`src/rtl/gj_axis_uart_pkg.sv`:
```
// ============================================================================
// Module  : gj_axis_uart_pkg
// Brief   : Shared types and constants for the AXIS UART transmit path.
// Revision: 1.0 - initial release
// ============================================================================
`default_nettype none

package gj_axis_uart_pkg;

  typedef enum logic [2:0] {
    IDLE      = 3'd0,
    SEND      = 3'd1,
    WAIT_DONE = 3'd2,
    BYTE_GAP  = 3'd3,
    FRAME_GAP = 3'd4
  } state_e;

  localparam int MODE_TXNOP_BIT = 3;
  localparam int X16_PER_BIT    = 16;
  localparam int TIMEOUT_BITS   = 16;

endpackage

`default_nettype wire

```
`src/rtl/gj_uart_bit_timer.sv`:
```
// ============================================================================
// Module  : gj_uart_bit_timer
// Brief   : Counts a latched number of bit times (16 x16 ticks each) and
//           pulses o_done on the last clock of the interval.
// Revision: 1.0 - initial release
// ============================================================================
`default_nettype none

module gj_uart_bit_timer
  import gj_axis_uart_pkg::*;
#(
  parameter int DIV_W = 16,
  parameter int NOP_W = 16
) (
  input  logic             clk,
  input  logic             rst_n,
  input  logic             i_start,
  input  logic             i_run,
  input  logic [DIV_W-1:0] i_clk_div,
  input  logic [NOP_W-1:0] i_nbits,
  output logic             o_done
);

  localparam int X16_W = $clog2(X16_PER_BIT);

  logic [DIV_W-1:0] r_div;
  logic [X16_W-1:0] r_tick;
  logic [NOP_W-1:0] r_bits;
  logic [NOP_W-1:0] r_nbits;
  logic [DIV_W-1:0] w_div_last;
  logic             w_tick;
  logic             w_bit_end;

  // A divider of 0 behaves as 1 so the tick never stalls.
  assign w_div_last = (i_clk_div == '0) ? '0 : i_clk_div - DIV_W'(1);
  assign w_tick     = (r_div >= w_div_last);
  assign w_bit_end  = w_tick && (r_tick == X16_W'(X16_PER_BIT - 1));
  assign o_done     = i_run && !i_start && w_bit_end &&
                      (r_bits >= r_nbits - NOP_W'(1));

  always_ff @(posedge clk or negedge rst_n) begin
    if (!rst_n) begin
      r_div   <= '0;
      r_tick  <= '0;
      r_bits  <= '0;
      r_nbits <= '0;
    end else if (i_start) begin
      r_div   <= '0;
      r_tick  <= '0;
      r_bits  <= '0;
      r_nbits <= i_nbits;
    end else if (i_run) begin
      if (w_tick) begin
        r_div  <= '0;
        r_tick <= r_tick + X16_W'(1);
        if (w_bit_end) begin
          r_bits <= r_bits + NOP_W'(1);
        end
      end else begin
        r_div <= r_div + DIV_W'(1);
      end
    end
  end

endmodule

`default_nettype wire

```
`src/rtl/gj_axis_uart_tx_sched.sv`:
```
// ============================================================================
// Module  : gj_axis_uart_tx_sched
// Brief   : Transmit scheduler between AXIS byte input and the UART bit
//           serializer, with optional programmable inter-byte/frame gaps.
//           Optional macro GJ_TX_SCHED_TIMEOUT_EN adds the txTimeout output.
// Revision: 1.0 - initial release
// ============================================================================
`default_nettype none

module gj_axis_uart_tx_sched
  import gj_axis_uart_pkg::*;
#(
  parameter int DIV_W = 16,
  parameter int NOP_W = 16,
  parameter int CNT_W = 24
) (
  input  logic             clk,
  input  logic             rst_n,
  input  logic             powerDown,
  input  logic             softRst,
  input  logic [3:0]       mode,
  input  logic [DIV_W-1:0] clkDivX16,
  input  logic [NOP_W-1:0] txByte_nop,
  input  logic [NOP_W-1:0] txFrame_nop,
  input  logic [CNT_W-1:0] maxBytesPerFrame,
  input  logic [7:0]       s_tdata,
  input  logic             s_tvalid,
  input  logic             s_tlast,
  output logic             s_tready,
  output logic [7:0]       ser_data,
  output logic             ser_valid,
  input  logic             ser_ready,
  input  logic             ser_done,
  output logic             txBytesInt,
  output logic             busy
`ifdef GJ_TX_SCHED_TIMEOUT_EN
  ,
  output logic             txTimeout
`endif
);

  state_e           r_state;
  state_e           w_next;
  logic [7:0]       r_data;
  logic             r_last;
  logic [CNT_W-1:0] r_byte_cnt;
  logic             r_bytes_int;
  logic             w_accept;
  logic             w_byte_done;
  logic             w_frame_end;
  logic             w_nop_en;
  logic             w_tmr_start;
  logic             w_tmr_run;
  logic             w_tmr_done;
  logic [NOP_W-1:0] w_tmr_nbits;
  logic             w_unused_mode;
`ifdef GJ_TX_SCHED_TIMEOUT_EN
  logic             r_timeout;
  logic             w_timeout;
`endif

  assign w_unused_mode = ^mode[2:0];
  assign w_nop_en      = mode[MODE_TXNOP_BIT];
  assign s_tready      = rst_n && (r_state == IDLE) && !powerDown;
  assign ser_valid     = (r_state == SEND);
  assign busy          = (r_state != IDLE);
  assign ser_data      = r_data;
  assign txBytesInt    = r_bytes_int;
  // Equality only: lowering the limit below the count defers to s_tlast.
  assign w_frame_end   = r_last || ((maxBytesPerFrame != '0) &&
                         (r_byte_cnt + CNT_W'(1) == maxBytesPerFrame));

`ifdef GJ_TX_SCHED_TIMEOUT_EN
  assign txTimeout = r_timeout;
  assign w_tmr_run = (r_state == BYTE_GAP) || (r_state == FRAME_GAP) ||
                     (r_state == WAIT_DONE);
`else
  assign w_tmr_run = (r_state == BYTE_GAP) || (r_state == FRAME_GAP);
`endif

  always_comb begin
    w_next      = r_state;
    w_accept    = 1'b0;
    w_byte_done = 1'b0;
    w_tmr_start = 1'b0;
    w_tmr_nbits = NOP_W'(TIMEOUT_BITS);
`ifdef GJ_TX_SCHED_TIMEOUT_EN
    w_timeout   = 1'b0;
`endif
    case (r_state)
      IDLE: begin
        if (s_tvalid && s_tready) begin
          w_accept = 1'b1;
          w_next   = SEND;
        end
      end
      SEND: begin
        if (ser_ready) begin
          w_next = WAIT_DONE;
`ifdef GJ_TX_SCHED_TIMEOUT_EN
          w_tmr_start = 1'b1;
`endif
        end
      end
      WAIT_DONE: begin
        if (ser_done) begin
          w_byte_done = 1'b1;
          w_next      = IDLE;
          if (w_frame_end) begin
            if (w_nop_en && (txFrame_nop != '0)) begin
              w_next      = FRAME_GAP;
              w_tmr_start = 1'b1;
              w_tmr_nbits = txFrame_nop;
            end
          end else if (w_nop_en && (txByte_nop != '0)) begin
            w_next      = BYTE_GAP;
            w_tmr_start = 1'b1;
            w_tmr_nbits = txByte_nop;
          end
        end
`ifdef GJ_TX_SCHED_TIMEOUT_EN
        else if (w_tmr_done) begin
          w_timeout = 1'b1;
          w_next    = IDLE;
        end
`endif
      end
      BYTE_GAP, FRAME_GAP: begin
        if (w_tmr_done) begin
          w_next = IDLE;
        end
      end
      default: w_next = IDLE;
    endcase
  end

  always_ff @(posedge clk or negedge rst_n) begin
    if (!rst_n) begin
      r_state     <= IDLE;
      r_data      <= '0;
      r_last      <= 1'b0;
      r_byte_cnt  <= '0;
      r_bytes_int <= 1'b0;
`ifdef GJ_TX_SCHED_TIMEOUT_EN
      r_timeout   <= 1'b0;
`endif
    end else if (softRst) begin
      r_state     <= IDLE;
      r_byte_cnt  <= '0;
      r_bytes_int <= 1'b0;
`ifdef GJ_TX_SCHED_TIMEOUT_EN
      r_timeout   <= 1'b0;
`endif
    end else begin
      r_state     <= w_next;
      r_bytes_int <= w_byte_done;
`ifdef GJ_TX_SCHED_TIMEOUT_EN
      r_timeout   <= w_timeout;
`endif
      if (w_accept) begin
        r_data <= s_tdata;
        r_last <= s_tlast;
      end
      if (w_byte_done) begin
        r_byte_cnt <= w_frame_end ? '0 : r_byte_cnt + CNT_W'(1);
      end
    end
  end

  gj_uart_bit_timer #(
    .DIV_W (DIV_W),
    .NOP_W (NOP_W)
  ) u_bit_timer (
    .clk       (clk),
    .rst_n     (rst_n),
    .i_start   (w_tmr_start),
    .i_run     (w_tmr_run),
    .i_clk_div (clkDivX16),
    .i_nbits   (w_tmr_nbits),
    .o_done    (w_tmr_done)
  );

endmodule

`default_nettype wire
```
`config.mk`:
```
export PLATFORM = sky130hd
export DESIGN_NAME = gj_axis_uart_tx_sched
export DESIGN_NICKNAME = d
export VERILOG_FILES = /design/src/rtl/gj_axis_uart_pkg.sv /design/src/rtl/gj_uart_bit_timer.sv /design/src/rtl/gj_axis_uart_tx_sched.sv
export SDC_FILE = /design/constraint.sdc
export NUM_CORES = 1
export LEC_CHECK = 0
export CORE_ASPECT_RATIO = 0.6
export CORE_MARGIN = 2
export CORE_UTILIZATION = 69
export DETAILED_ROUTE_END_ITERATION = 8
export DONT_BUFFER_PORTS = 1
export PLACE_DENSITY_LB_ADDON = 0.08
export SLEW_MARGIN = 20
export SYNTH_ARGS = -nofsm -noshare
export SYNTH_HDL_FRONTEND = slang
export SYNTH_SLANG_ARGS = --single-unit
```
`constraint.sdc`:
```
create_clock -name clk -period 6.15 [get_ports clk]
set_input_delay 1.23 -clock clk [delete_from_list [all_inputs] [get_ports clk]]
set_output_delay 1.23 -clock clk [all_outputs]
set_load 0.005 [all_outputs]
```
# Yosys cells after proc, flatten, opt, wreduce, memory -nomap -nowiden
# Index checks and enable logic that the tools add are counted.
# Widths: inputs -> output; s select.
[totals]
regBits = 89
inputBits = 92
[op_classes]
addsub = 6
magnitude_cmp = 2
n_eq_ne = 10
mux = 38
n_bitwise = 1
n_reduce_logical = 29
[ops]
columns = ["op", "count"]
rows = [
  ["$mux 16", 13],
  ["$mux 24", 3],
  ["$add 16x1->16 const B", 2],
  ["$ge 16x16->1", 2],
  ["$reduce_bool 16->1", 2],
  ["$sub 16x1->16 const B", 2],
  ["$add 24x1->24 const B", 1],
  ["$eq 24x24->1", 1],
  ["$reduce_bool 24->1", 1],
  ["$mux 3", 7],
  ["$logic_not 16->1", 1],
  ["$mux 4", 3],
  ["$pmux 3 s4", 1],
  ["$logic_and 1x1->1", 10],
  ["$mux 1", 10],
  ["$ne 3x2->1 const B", 3],
  ["$reduce_bool 2->1", 4],
  ["$eq 3x2->1 const B", 2],
  ["$add 4x1->4 const B", 1],
  ["$eq 4x4->1 const B", 1],
  ["$reduce_and 2->1", 2],
  ["$reduce_and 4->1", 1],
  ["$eq 3x1->1 const B", 1],
  ["$eq 3x3->1 const B", 1],
  ["9 further kinds", 11],
]

# Logic depth before layout (Yosys ltp)
# Gate-level depths: netlist of run 1.
[logic_depth]
depth_word = 14
depth_mapped = 17

# Modules after synthesis
# From an unflattened synthesis of run 1, not the netlist that was laid out.
[unflattened]
cells_unflattened = 823
hier_area_um2 = 6991.7
[modules_own_cells]
columns = ["module", "n_inst", "cells_per_inst", "area_each_um2"]
rows = [
  ["gj_uart_bit_timer", 1, 410, 3777.4],
  ["gj_axis_uart_tx_sched", 1, 413, 3214.3],
]

# Worst setup path after synthesis of run 1
# No wires, ideal clock.
[synth_timing]
path_type = "input port to flip-flop"
from = "input clkDivX16[8]"
to = "register u_bit_timer.r_div[10]"
setup_ps = 83
arrival_ps = 5013
required_ps = 6067
slack_ps = 1054
path_stages = 17
cell_sequence = "or3_1 or4_1 or3_1 nor2_1 nand4_1 and2_1 ha_1 nand2b_1 a21o_1 a21o_1 a211oi_1 o21ai_0 a21oi_1 nor2b_1 clkbuf_1 o21ai_0 o21ai_0"
[synth_between]
elab_chain_len = 6
[synth_lines]
columns = ["element", "line_no", "source"]
rows = [
  ["start: declaration", "gj_axis_uart_tx_sched.sv:22", "input logic [DIV_W-1:0] clkDivX16,"],
  ["$sub 16x1->16 / $logic_not 16->1 (equally long branches)", "gj_uart_bit_timer.sv:35", "assign w_div_last = (i_clk_div == '0) ? '0 : i_clk_div - DIV_W'(1);"],
  ["$mux 16 (*)", "gj_uart_bit_timer.sv:35", ""],
  ["$ge 16x16->1 (*)", "gj_uart_bit_timer.sv:36", "assign w_tick = (r_div >= w_div_last);"],
  ["$mux 16 (*)", "gj_uart_bit_timer.sv:53", "if (w_tick) begin"],
  ["$mux 16 (*)", "gj_uart_bit_timer.sv:52", "end else if (i_run) begin"],
  ["$mux 16 (*)", "gj_uart_bit_timer.sv:47", "end else if (i_start) begin"],
  ["end signal: assignment", "gj_uart_bit_timer.sv:60", "r_div <= r_div + DIV_W'(1);"],
  ["end: declaration", "gj_uart_bit_timer.sv:26", "logic [DIV_W-1:0] r_div;"],
]
# Mark *: on every way between the ends. The rest lies on a longest branch, timed or not. The select of a mux whose other input is x is not followed.
# A chain may end at the register's enable or synchronous reset.

# Worst setup path in the final report of run 1
[layout_timing]
from = "input clkDivX16[8]"
to = "register u_bit_timer.r_div[4]"
# Same word-level chain as after synthesis.

==> out/summary.json, run 1 <==
{
  "timing.critical_path.max_delay_family": {"value": "simple AND/OR/NAND/NOR gates"},
  "tritoncts": {"value": "done"},
  "layoutNonFillerInstCount": {"value": 883},
  "detail-route-antenna-nets": {"value": 0},
  "worst_hold_path_type": {"value": "reg2reg"},
  "power.sequential.fraction": {"value": 0.408},
  "dieArea": {"value": 0.0106, "unit": "mm2"},
  "detail_placement_hpwl": {"value": 13.0, "unit": "mm"},
  "wire_per_inst": {"value": 19.6, "unit": "um"},
  "comb_power_share": {"value": 0.303},
  "final.setup.worst_slack": {"value": 1.04, "unit": "ns"},
  "max_capacitance_violation_count": {"value": 0},
  "cts.clk_slew.worst_paths": {"value": 0.07, "unit": "ns"},
  "worst-path-max-fanout": {"value": 26},
  "ios": {"value": 104},
  "sw_frac": {"value": 0.340},
  "crit_chain": {"value": "or3_1 > or4_1 > or3_1 > nor2_1 > nand4_1 > buf_4 > and2_1 > ha_1 > nand2b_1 > a21o_1 > a21o_1 > a211oi_1 > o21ai_0 > a21oi_1 > buf_4 > nor2b_1 > buf_4 > nand3b_1 > a21oi_1"},
  "synthesis.nets": {"value": 901},
  "setup_repair_after_global_routing_missed_its_margin": {"value": "no"},
  "chipWidth": {"value": 131, "unit": "um"},
  "detailedPlace.worstSlack": {"value": 0.749, "unit": "ns"},
  "asyncSetResetFlopFracSynth": {"value": 1.00},
  "drt_first_pass_iters": {"value": 5},
  "grt_start_max_net_pins": {"value": 91},
  "finalHoldViolCount": {"value": 0},
  "wirelength": {"value": 17.3, "unit": "mm"},
  "placedCellCount": {"value": 868},
  "worst_ir_drop_vdd": {"value": 233, "unit": "uV"},
  "ys_types": {"value": 68},
  "p_leak": {"value": 3.05, "unit": "nW"},
  "cts.path.max_buffers": {"value": 2},
  "layout_overhead_on_the_synthesized_area": {"value": 4.96, "unit": "%"},
  "insertedDiodeCount": {"value": 0},
  "clockRootBuffer": {"value": "sky130_fd_sc_hd__clkbuf_16"},
  "remaining_drc_errors": {"value": 0},
  "worst_setup_path_start_kind": {"value": "input pin"},
  "cts-resized-gates": {"value": 0},
  "avgSynthCellArea": {"value": 8.71, "unit": "um2"},
  "finish.net_count": {"value": 880},
  "final_min_period_over_clock_period": {"value": 0.831},
  "worst-path-buf-inv": {"value": 3},
  "row_count": {"value": 27},
  "ys_ff_latch": {"value": 89},
  "core_area": {"value": 0.00932, "unit": "mm2"},
  "cpMostUsedCell": {"value": "sky130_fd_sc_hd__buf_4"},
  "via_per_inst": {"value": 6.79},
  "grt.total_usage": {"value": 0.340},
  "fmax": {"value": 0.196, "unit": "GHz"},
  "critPathCaptureType": {"value": "flip-flop"},
  "timing.critical_path.arrival": {"value": 5.37, "unit": "ns"},
  "slew-limit-headroom": {"value": 0.276},
  "fraction_of_final_layout_cells_with_drive_strength_greater_than_1": {"value": 0.0823},
  "skew": {"value": 0.00788, "unit": "ns"},
  "start_util": {"value": 0.720},
  "power.density": {"value": 307, "unit": "mW/mm2"},
  "setup_viol": {"value": 0},
  "syn-cell-area": {"value": 0.00671, "unit": "mm2"},
  "detailroute.via_count": {"value": 5999},
  "via_count_of_the_first_global_routing_pass": {"value": 5824},
  "cts.hold.buffers_added": {"value": 0},
  "timing.reg2reg.setup_slack": {"value": 1.57, "unit": "ns"},
  "dieHeight": {"value": 80.4, "unit": "um"},
  "tritoncts.num_buffers": {"value": 9},
  "antenna_found_initial": {"value": 0},
  "clock_power_share": {"value": 0.289},
  "critical_path_class": {"value": "in2reg"},
  "final_period_minus_worst_setup_slack": {"value": 5.11, "unit": "ns"},
  "p_int": {"value": 1.42, "unit": "mW"},
  "synth-edff-count": {"value": 0},
  "outcome": {"value": "finished clean"},
  "fin_setup_tns": {"value": 0, "unit": "ns"},
  "power.switching": {"value": 735, "unit": "uW"},
  "globalRouteOverflowTotal": {"value": 0},
  "clkLatencyLatePin": {"value": 0.34, "unit": "ns"},
  "slowest_stage": {"value": "sky130_fd_sc_hd__or4_1"},
  "wire_length_of_the_first_global_routing_pass": {"value": 28.6, "unit": "mm"},
  "yosysSeqAreaShare": {"value": 0.332},
  "synth.yosys.warnings": {"value": 0},
  "place.port_buffers": {"value": 0},
  "globalplace.congestion": {"value": 0.912},
  "cts.sink_count": {"value": 89},
  "synth_flop_cell": {"value": "sky130_fd_sc_hd__dfrtp_1"},
  "netlist_instances": {"value": 770},
  "critPathRequiredTime": {"value": 6.41, "unit": "ns"},
  "cp_slowest_stage_delay": {"value": 0.47, "unit": "ns"},
  "tightest_slew": {"value": 1.08, "unit": "ns"},
  "first_iter_violations": {"value": 512},
  "post_cts_buffers": {"value": 0},
  "cts-htree-levels": {"value": 3},
  "finalMaxSlewViolations": {"value": 0}
}
==> synth_stat cells, drive strengths merged (2+ instances only) <==
cell type	n	area, um2
a211oi	5	37.5
a21o	14	105
a21oi	34	170
a221o	15	155
a22o	2	18.8
a31oi	20	125
a32oi	2	17.5
and2	10	65.1
and3	37	240
buf	16	118
clkbuf	23	108
dfrtp	89	2230
ha	39	488
inv	21	78.8
mux2	10	113
mux2i	3	30.0
nand2	67	259
nand2b	11	68.8
nand3	23	120
nand3b	8	60.1
nand4	21	153
nor2	52	195
nor2b	14	87.6
nor3	26	130
nor3b	4	30.0
nor4	33	206
nor4b	2	17.5
o2111ai	2	17.5
o21a	2	16.3
o21ai	53	277
o32ai	3	26.3
o41ai	2	36.3
or2	4	25.0
or3	11	73.8
or4	3	22.5
xnor2	55	482
xor2	20	175
==> path summary, 6_finish.rpt <==
kind / start / endpoint / depth (start not counted)
worst max register to register: r_byte_cnt[8]$_DFFE_PN0P_ / u_bit_timer.r_div[10]$_DFFE_PN0P_ / 9
worst min-delay path: r_byte_cnt[23]$_DFFE_PN0P_ / r_byte_cnt[23]$_DFFE_PN0P_ / 1
worst max-delay path: clkDivX16[8] / u_bit_timer.r_div[4]$_DFFE_PN0P_ / 19
min in group asynchronous: rst_n / u_bit_timer.r_nbits[12]$_DFFE_PN0P_ / 0
worst min register to register: r_byte_cnt[23]$_DFFE_PN0P_ / r_byte_cnt[23]$_DFFE_PN0P_ / 1
max in group asynchronous: rst_n / u_bit_timer.r_div[4]$_DFFE_PN0P_ / 0
==> through the flow <==
step                      power (mW)  hold slack (ns)  instance area (um2)   util
after floorplan                 1.36            0.470                 6710      -
after global placement          1.48            0.505                 6710  0.719
after detailed placement        1.53            0.514                 6710  0.719
after CTS                       2.16            0.521                 7040  0.755
after global routing            2.30            0.542                 7040  0.755
final                           2.16            0.521                 7040  0.755
==> sequential cells by signal, summed over array words and instances (netlist names) <==
| register | flops |
|---|---|
| u_bit_timer.r_bits | 16 |
| u_bit_timer.r_tick | 4 |
| r_state | 3 |
| u_bit_timer.r_div | 16 |
| ser_data | 8 |
| u_bit_timer.r_nbits | 16 |
| txBytesInt | 1 |
| r_last | 1 |
| r_byte_cnt | 24 |
==> placed cells by master (no fill, tap or decap), drive strengths merged, types with 4 or more instances in the layout <==
master	count
a211oi	5
a21o	14
a21oi	34
a221o	15
a31oi	20
and2	10
and3	37
buf	7
clkbuf	10
dfrtp	89
ha	39
inv	21
mux2	10
nand2	67
nand2b	11
nand3	23
nand3b	8
nand4	21
nor2	52
nor2b	14
nor3	26
nor3b	4
nor4	33
o21ai	53
or2	4
or3	11
xnor2	55
xor2	20
==> layout make-up <==
| class | count | area [um2] |
|---|---|---|
| Tap cell | 130 | 163 |
| Multi-Input combinational cell | 621 | 4190 |
| Sequential cell | 89 | 2230 |
| Clock buffer | 10 | 229 |
| Fill cell | 672 | 2280 |
| Timing Repair Buffer | 7 | 52.6 |
| Clock inverter | 5 | 105 |
| Inverter | 21 | 78.8 |
==> worst reg2reg max path: cells and delay by family (launching register included) <==
family	cells	cell delay (ns)
xor gates and xnor gates	1	0.15
and+or+nand+nor	6	2.76
AOI/OAI and AO/OA	2	0.94
DFF	1	0.57
==> cells by family (layout without fill, tap and decap cells) <==
| logic type | count (synthesis) | after routing | synth area share |
|---|---|---|---|
| multiplexers | 13 | 13 | 0.0213 |
| adder cells (fa/ha/maj) | 39 | 39 | 0.0727 |
| XOR/XNOR | 75 | 75 | 0.0979 |
| AO/OA/AOI/OAI | 166 | 166 | 0.167 |
| buffers and inverters | 60 | 43 | 0.0453 |
| flip-flops | 89 | 89 | 0.332 |
| AND/OR/NAND/NOR | 328 | 328 | 0.264 |
==> metal layers <==
| metal | part of all wire | up-vias | track usage |
|---|---|---|---|
| li1 | - | 2787 | - |
| met4 | 0.0090 | 0 | 0.0707 |
| met3 | 0.10 | 21 | 0.0928 |
| met2 | 0.43 | 325 | 0.506 |
| met1 | 0.46 | 2866 | 0.497 |
| met5 | 0 | - | 0 |
==> power groups by stage <==
stage                     sequential [mW]  combinational, mW  clock (mW)
after floorplan                     0.836              0.522           0
after detailed placement            0.884              0.647           0
after CTS                           0.878              0.651       0.629
after global placement              0.877              0.605           0
final                               0.881              0.655       0.623
after global routing                0.903              0.738       0.657
(Power assumes the default switching activity.)
==> run 2: changes to the inputs <==
--- a/config.mk
+++ b/config.mk
@@ -7,7 +7,7 @@
 export LEC_CHECK = 0
 export CORE_ASPECT_RATIO = 0.6
 export CORE_MARGIN = 2
-export CORE_UTILIZATION = 69
+export CORE_UTILIZATION = 59
 export DETAILED_ROUTE_END_ITERATION = 8
 export DONT_BUFFER_PORTS = 1
 export PLACE_DENSITY_LB_ADDON = 0.08
==> constraint.sdc (replaced) <==
create_clock -name clk -period 4.2 [get_ports clk]
set_input_delay 0.84 -clock clk [delete_from_list [all_inputs] [get_ports clk]]
set_output_delay 0.84 -clock clk [all_outputs]
set_load 0.005 [all_outputs]
==> run 2 against run 1 <==
Non-clock buffer count increased by 12. First-iteration DRC count is 22% higher. Die area increased by 16%. Worst setup slack worse by 0.98 ns. Total power is 51% higher. Clock skew increased by 0.0033 ns. Largest cell class unchanged. Largest power group unchanged. Highest routed layer unchanged.
==> out/summary.json, run 2 (same netlist as run 1, synthesis figures left out) <==
{
  "holdWs": {"value": 0.190, "unit": "ns"},
  "largest_register": {"value": "r_byte_cnt"},
  "setup_viol": {"value": 0},
  "post_dp_cell_area": {"value": 0.00684, "unit": "mm2"},
  "fin_setup_tns": {"value": 0, "unit": "ns"},
  "layout_overhead_on_the_synthesized_area": {"value": 8.11, "unit": "%"},
  "cts.path.max_buffers": {"value": 2},
  "finalHoldViolCount": {"value": 0},
  "cts.hold.buffers_added": {"value": 0},
  "critPathRequiredTime": {"value": 4.46, "unit": "ns"},
  "final_min_period_over_clock_period": {"value": 0.986},
  "detail-route-antenna-nets": {"value": 0},
  "p_leak": {"value": 3.16, "unit": "nW"},
  "finish.net_count": {"value": 892},
  "cts.clk_slew.worst_paths": {"value": 0.07, "unit": "ns"},
  "grt-busiest-layer": {"value": "met2"},
  "power.density": {"value": 449, "unit": "mW/mm2"},
  "tritoncts.num_buffers": {"value": 9},
  "worst_ir_drop_vdd": {"value": 307, "unit": "uV"},
  "antenna_found_initial": {"value": 0},
  "via_per_inst": {"value": 6.53},
  "clock_power_share": {"value": 0.277},
  "tightest_slew": {"value": 1.09, "unit": "ns"},
  "first_iter_violations": {"value": 626},
  "core_area": {"value": 0.0112, "unit": "mm2"},
  "clockRootBuffer": {"value": "sky130_fd_sc_hd__clkbuf_16"},
  "power.sequential.fraction": {"value": 0.399},
  "critical_path_class": {"value": "in2reg"},
  "setup_repair_after_global_routing_missed_its_margin": {"value": "yes"},
  "fmax": {"value": 0.241, "unit": "GHz"},
  "outcome": {"value": "finished clean"},
  "crit_chain": {"value": "or3_4 > or4_4 > or3_4 > nor2_4 > nand4_1 > and2_4 > ha_4 > nand2b_4 > a21o_1 > a21o_1 > a211oi_2 > o21ai_2 > a21oi_4 > buf_6 > or2_2 > or3_1 > a21oi_1"},
  "post_cts_buffers": {"value": 0},
  "cp_slowest_stage_delay": {"value": 0.43, "unit": "ns"},
  "detailroute.via_count": {"value": 5941},
  "cts.sink_count": {"value": 89},
  "final_common_cell": {"value": "sky130_fd_sc_hd__dfrtp_1"},
  "regArea": {"value": 0.00223, "unit": "mm2"},
  "power.switching": {"value": 1.15, "unit": "mW"},
  "row_count": {"value": 30},
  "timing.critical_path.arrival": {"value": 4.41, "unit": "ns"},
  "slowest_stage": {"value": "sky130_fd_sc_hd__or4_4"},
  "p_int": {"value": 2.11, "unit": "mW"},
  "start_util": {"value": 0.600},
  "slew-limit-headroom": {"value": 0.272},
  "drt_first_pass_iters": {"value": 6},
  "via_count_of_the_first_global_routing_pass": {"value": 5730},
  "tritoncts": {"value": "done"},
  "fraction_of_final_layout_cells_with_drive_strength_greater_than_1": {"value": 0.116},
  "wire_length_of_the_first_global_routing_pass": {"value": 28.3, "unit": "mm"},
  "timing.critical_path.max_delay_family": {"value": "simple AND/OR/NAND/NOR gates"},
  "grt_start_max_net_pins": {"value": 91},
  "worst-path-max-fanout": {"value": 8},
  "remaining_drc_errors": {"value": 0},
  "fillerInstances": {"value": 945},
  "finalMaxSlewViolations": {"value": 0},
  "grtUsageMet3": {"value": 0.0657},
  "worst_hold_path_type": {"value": "in2async"},
  "wire_per_inst": {"value": 19.1, "unit": "um"},
  "sw_frac": {"value": 0.353},
  "comb_power_share": {"value": 0.324},
  "largest_register_ffs": {"value": 24},
  "insertedDiodeCount": {"value": 0},
  "design_power_total": {"value": 3.26, "unit": "mW"},
  "grt_util_met2": {"value": 0.442},
  "ios": {"value": 104},
  "wirelength": {"value": 17.4, "unit": "mm"},
  "detail_placement_hpwl": {"value": 13.0, "unit": "mm"},
  "dieArea": {"value": 0.0123, "unit": "mm2"},
  "worst-path-buf-inv": {"value": 1},
  "place.port_buffers": {"value": 0},
  "dieHeight": {"value": 86.6, "unit": "um"},
  "globalplace.congestion": {"value": 0.921},
  "grt.total_usage": {"value": 0.289},
  "final_period_minus_worst_setup_slack": {"value": 4.14, "unit": "ns"},
  "max_capacitance_violation_count": {"value": 0},
  "globalRouteOverflowTotal": {"value": 0},
  "multi_input_area": {"value": 0.00427, "unit": "mm2"},
  "chipWidth": {"value": 142, "unit": "um"},
  "layout_common_cells": {"value": "sky130_fd_sc_hd__dfrtp_1, sky130_fd_sc_hd__nand2_1, sky130_fd_sc_hd__xnor2_1"},
  "cts-htree-levels": {"value": 3},
  "clkLatencyLatePin": {"value": 0.34, "unit": "ns"},
  "skew": {"value": 0.0111, "unit": "ns"},
  "global_route.usage.met1": {"value": 0.416},
  "critPathCaptureType": {"value": "flip-flop"},
  "worst_setup_path_start_kind": {"value": "input pin"},
  "finish.utilization": {"value": 0.648},
  "final_design_area_no_fill": {"value": 0.00725, "unit": "mm2"}
}
## run 2: cell count changes in the layout (fill, tap and decap cells not counted), sizes merged
cell | previous run | this run
inv | 21 | 23
clkinvlp | 2 | 1
bufinv | 3 | 2
buf | 7 | 19
clkinv | 0 | 1
## run 2: layer usage
metal | up-vias | part of all wire
li1 | 2808 | -
met1 | 2894 | 0.47
met2 | 216 | 0.44
met3 | 23 | 0.071
met4 | 0 | 0.017
met5 | - | 0
## run 2: metrics by stage
step,setup WS [ns],cells
after floorplan,-0.108,770
after global placement,-0.225,893
after detailed placement,-0.289,893
after CTS,0.0457,909
after global routing,-0.0858,910
final,0.0571,910
## run 2: area by class of cell
cell class,count,share of cell area
timing repair buffer,19,0.0221
clock buffer,10,0.0329
clock inverter,6,0.0133
inverter,21,0.0109
sequential,89,0.307
tap,144,0.0248
multi-input combinational,621,0.589
## run 2: repair_timing
item / CTS / global route
pin swaps: 0 / 4
gates resized for setup: 1 / 14
endpoints found under the setup margin: 1 / 37
cloned: 0 / 1
## run 2: path summary, 6_finish.rpt
| check | cells past startpoint | startpoint | endpoint | slack, ns |
|---|---|---|---|---|
| min in group clk | 1 | r_byte_cnt[23]$_DFFE_PN0P_ | r_byte_cnt[23]$_DFFE_PN0P_ | 0.53 |
| worst max-delay path | 17 | clkDivX16[8] | u_bit_timer.r_bits[8]$_DFFE_PN0P_ | 0.06 |
| worst min-delay path | 0 | rst_n | ser_data[2]$_DFFE_PN0P_ | 0.19 |
| worst max register to register | 10 | r_byte_cnt[3]$_DFFE_PN0P_ | r_byte_cnt[18]$_DFFE_PN0P_ | 0.34 |
| max in group asynchronous | 0 | rst_n | u_bit_timer.r_div[6]$_DFFE_PN0P_ | 3.87 |
| worst min register to register | 1 | r_byte_cnt[23]$_DFFE_PN0P_ | r_byte_cnt[23]$_DFFE_PN0P_ | 0.53 |
## run 2: power groups by stage
stage / clock network, mW / registers (mW) / logic (mW)
final: 0.903 / 1.30 / 1.06
after CTS: 0.914 / 1.29 / 1.01
after global placement: 0 / 1.30 / 0.934
after floorplan: 0 / 1.22 / 0.793
after detailed placement: 0 / 1.31 / 0.996
after global routing: 0.952 / 1.33 / 1.18
==> run 3: changes to the inputs <==
--- a/config.mk
+++ b/config.mk
@@ -11,6 +11,7 @@
 export DETAILED_ROUTE_END_ITERATION = 8
 export DONT_BUFFER_PORTS = 1
 export PLACE_DENSITY_LB_ADDON = 0.08
+export SETUP_SLACK_MARGIN = 0.1
 export SLEW_MARGIN = 20
 export SYNTH_ARGS = -nofsm -noshare
 export SYNTH_HDL_FRONTEND = slang
==> run 3 against run 2 <==
Core utilization increased by 2.0 points. Total power increased by 4.1%. Clock skew is 0.0045 ns lower. First-iteration DRC count fell by 28%. Critical endpoint is now u_bit_timer.r_bits[11]$_DFFE_PN0P_. Highest routed layer unchanged.
==> out/summary.json, run 3 (same netlist as run 1, synthesis figures left out) <==
{
  "max_capacitance_violation_count": {"value": 0},
  "antenna_found_initial": {"value": 0},
  "cts.sink_count": {"value": 89},
  "outcome": {"value": "finished clean"},
  "cts.hold.buffers_added": {"value": 0},
  "dieHeight": {"value": 86.6, "unit": "um"},
  "globalRouteOverflowTotal": {"value": 0},
  "power.switching": {"value": 1.21, "unit": "mW"},
  "tightest_slew": {"value": 0.741, "unit": "ns"},
  "sw_frac": {"value": 0.357},
  "tritoncts": {"value": "done"},
  "core_area": {"value": 0.0112, "unit": "mm2"},
  "globalplace.congestion": {"value": 0.925},
  "worst_setup_path_start_kind": {"value": "input pin"},
  "clkLatencyLatePin": {"value": 0.34, "unit": "ns"},
  "largest_register_ffs": {"value": 24},
  "row_count": {"value": 30},
  "drt_first_pass_iters": {"value": 5},
  "worst-path-max-fanout": {"value": 15},
  "cts.path.max_buffers": {"value": 2},
  "detailroute.via_count": {"value": 5975},
  "grt.total_usage": {"value": 0.281},
  "skew": {"value": 0.00665, "unit": "ns"},
  "remaining_drc_errors": {"value": 0},
  "dieArea": {"value": 0.0123, "unit": "mm2"},
  "place.port_buffers": {"value": 0},
  "timing.critical_path.max_delay_family": {"value": "simple AND/OR/NAND/NOR gates"},
  "worst_ir_drop_vdd": {"value": 329, "unit": "uV"},
  "power.sequential.fraction": {"value": 0.384},
  "largest_register": {"value": "r_byte_cnt"},
  "ff2ff_path_depth": {"value": 10},
  "start_util": {"value": 0.600},
  "p_int": {"value": 2.18, "unit": "mW"},
  "critPathRequiredTime": {"value": 4.47, "unit": "ns"},
  "critical_path_class": {"value": "in2reg"},
  "insertedDiodeCount": {"value": 0},
  "holdWs": {"value": 0.189, "unit": "ns"},
  "finalMaxSlewViolations": {"value": 0},
  "timing.reg2reg.setup_slack": {"value": 0.33, "unit": "ns"},
  "comb_power_share": {"value": 0.348},
  "layout_overhead_on_the_synthesized_area": {"value": 11.5, "unit": "%"},
  "fmax": {"value": 0.242, "unit": "GHz"},
  "fraction_of_final_layout_cells_with_drive_strength_greater_than_1": {"value": 0.153},
  "cp_slowest_stage_delay": {"value": 0.42, "unit": "ns"},
  "via_count_of_the_first_global_routing_pass": {"value": 5605},
  "ios": {"value": 104},
  "detail_placement_hpwl": {"value": 12.6, "unit": "mm"},
  "cts-htree-levels": {"value": 3},
  "via_per_inst": {"value": 6.49},
  "tritoncts.num_buffers": {"value": 9},
  "placedCellCount": {"value": 896},
  "power.density": {"value": 454, "unit": "mW/mm2"},
  "fin_setup_tns": {"value": 0, "unit": "ns"},
  "final_period_minus_worst_setup_slack": {"value": 4.14, "unit": "ns"},
  "worst_hold_path_type": {"value": "in2async"},
  "endpoint_of_the_worst_register_to_register_path": {"value": "u_bit_timer.r_nbits[0]$_DFFE_PN0P_"},
  "layout_common_cells": {"value": "sky130_fd_sc_hd__dfrtp_1, sky130_fd_sc_hd__nand2_1, sky130_fd_sc_hd__xnor2_1"},
  "worst_r2r_startpoint": {"value": "r_byte_cnt[4]$_DFFE_PN0P_"},
  "grt_start_max_net_pins": {"value": 91},
  "critPathLaunch": {"value": "clkDivX16[8]"},
  "critPathCaptureType": {"value": "flip-flop"},
  "layoutNonFillerInstCount": {"value": 921},
  "clockRootBuffer": {"value": "sky130_fd_sc_hd__clkbuf_16"},
  "fillerInstances": {"value": 920},
  "detail-route-antenna-nets": {"value": 0},
  "wire_length_of_the_first_global_routing_pass": {"value": 27.9, "unit": "mm"},
  "cts.clk_slew.worst_paths": {"value": 0.07, "unit": "ns"},
  "final_common_cell": {"value": "sky130_fd_sc_hd__dfrtp_1"},
  "clock_power_share": {"value": 0.268},
  "slew-limit-headroom": {"value": 0.505},
  "worst-path-buf-inv": {"value": 3},
  "setup_repair_after_global_routing_missed_its_margin": {"value": "yes"},
  "chipWidth": {"value": 142, "unit": "um"},
  "slowest_stage": {"value": "sky130_fd_sc_hd__or4_4"},
  "p_leak": {"value": 3.24, "unit": "nW"},
  "finalHoldViolCount": {"value": 0},
  "final_min_period_over_clock_period": {"value": 0.985},
  "timing.critical_path.arrival": {"value": 4.40, "unit": "ns"},
  "finish.net_count": {"value": 903},
  "wire_per_inst": {"value": 19.0, "unit": "um"},
  "setup_viol": {"value": 0},
  "first_iter_violations": {"value": 448},
  "crit_chain": {"value": "or3_4 > or4_4 > or3_4 > nor2_4 > nand4_1 > buf_4 > nand2_1 > ha_1 > a21o_1 > a21o_1 > a21oi_1 > o21ai_0 > a21oi_4 > buf_12 > buf_2 > or2_2 > or3_1 > a21oi_1"},
  "wirelength": {"value": 17.5, "unit": "mm"}
}
-- run 3: cell count changes in the layout (fill, tap and decap cells not counted), sizes merged --
cell	before	now
buf	19	29
clkinv	1	0
inv	23	25
-- run 3: metal layers --
layer / share of wire / GRT usage
met2: 0.45 / 0.441
met1: 0.46 / 0.406
met4: 0.012 / 0.0527
met3: 0.074 / 0.0641
met5: 0 / 0
-- run 3: worst max path at each step --
stage / end / slack, ns / cells after the start
floorplan: u_bit_timer.r_div[13]$_DFFE_PN0P_ / -0.11 / 17
global placement: r_state[0]$_DFFE_PN0P_ / -0.23 / 17
detailed placement: r_state[0]$_DFFE_PN0P_ / -0.31 / 17
CTS: u_bit_timer.r_div[11]$_DFFE_PN0P_ / 0.07 / 17
global route: u_bit_timer.r_bits[11]$_DFFE_PN0P_ / -0.11 / 16
finish: u_bit_timer.r_bits[11]$_DFFE_PN0P_ / 0.06 / 18
-- run 3: area by class of cell --
cell class | instances | area [um2] | share of cell area
flip-flops and latches | 89 | 2230 | 0.298
clock inverters | 7 | 108 | 0.0144
repair buffers | 30 | 304 | 0.0406
multi-input cells | 621 | 4360 | 0.583
well taps | 144 | 180 | 0.0241
inverters | 21 | 78.8 | 0.0105
clock buffers | 9 | 225 | 0.0301
-- run 3: timing repair --
item                                    4_1_cts  5_1_grt
setup buffers                                 4        3
endpoints found under the setup margin       21       39
pin swaps                                    12       19
gates cloned                                  0        2
gates resized for setup                       8       42
-- run 3: power by group through the flow --
stage                     Clock (mW)  Sequential, mW  Combinational [mW]
after global placement             0            1.30               0.947
after CTS                      0.921            1.29                1.05
after floorplan                    0            1.22               0.793
after detailed placement           0            1.31                1.01
final                          0.909            1.30                1.18
after global routing           0.956            1.33                1.32
-- run 3: per-stage QoR --
step	instance area, um2	util	worst slack (ns)	total power [mW]
final	7480	0.669	0.0649	3.39
after global routing	7480	0.669	-0.109	3.60
after CTS	7270	0.650	0.0715	3.26
after detailed placement	6880	0.615	-0.312	2.32
after global placement	6880	0.615	-0.232	2.25
after floorplan	6750	-	-0.107	2.02
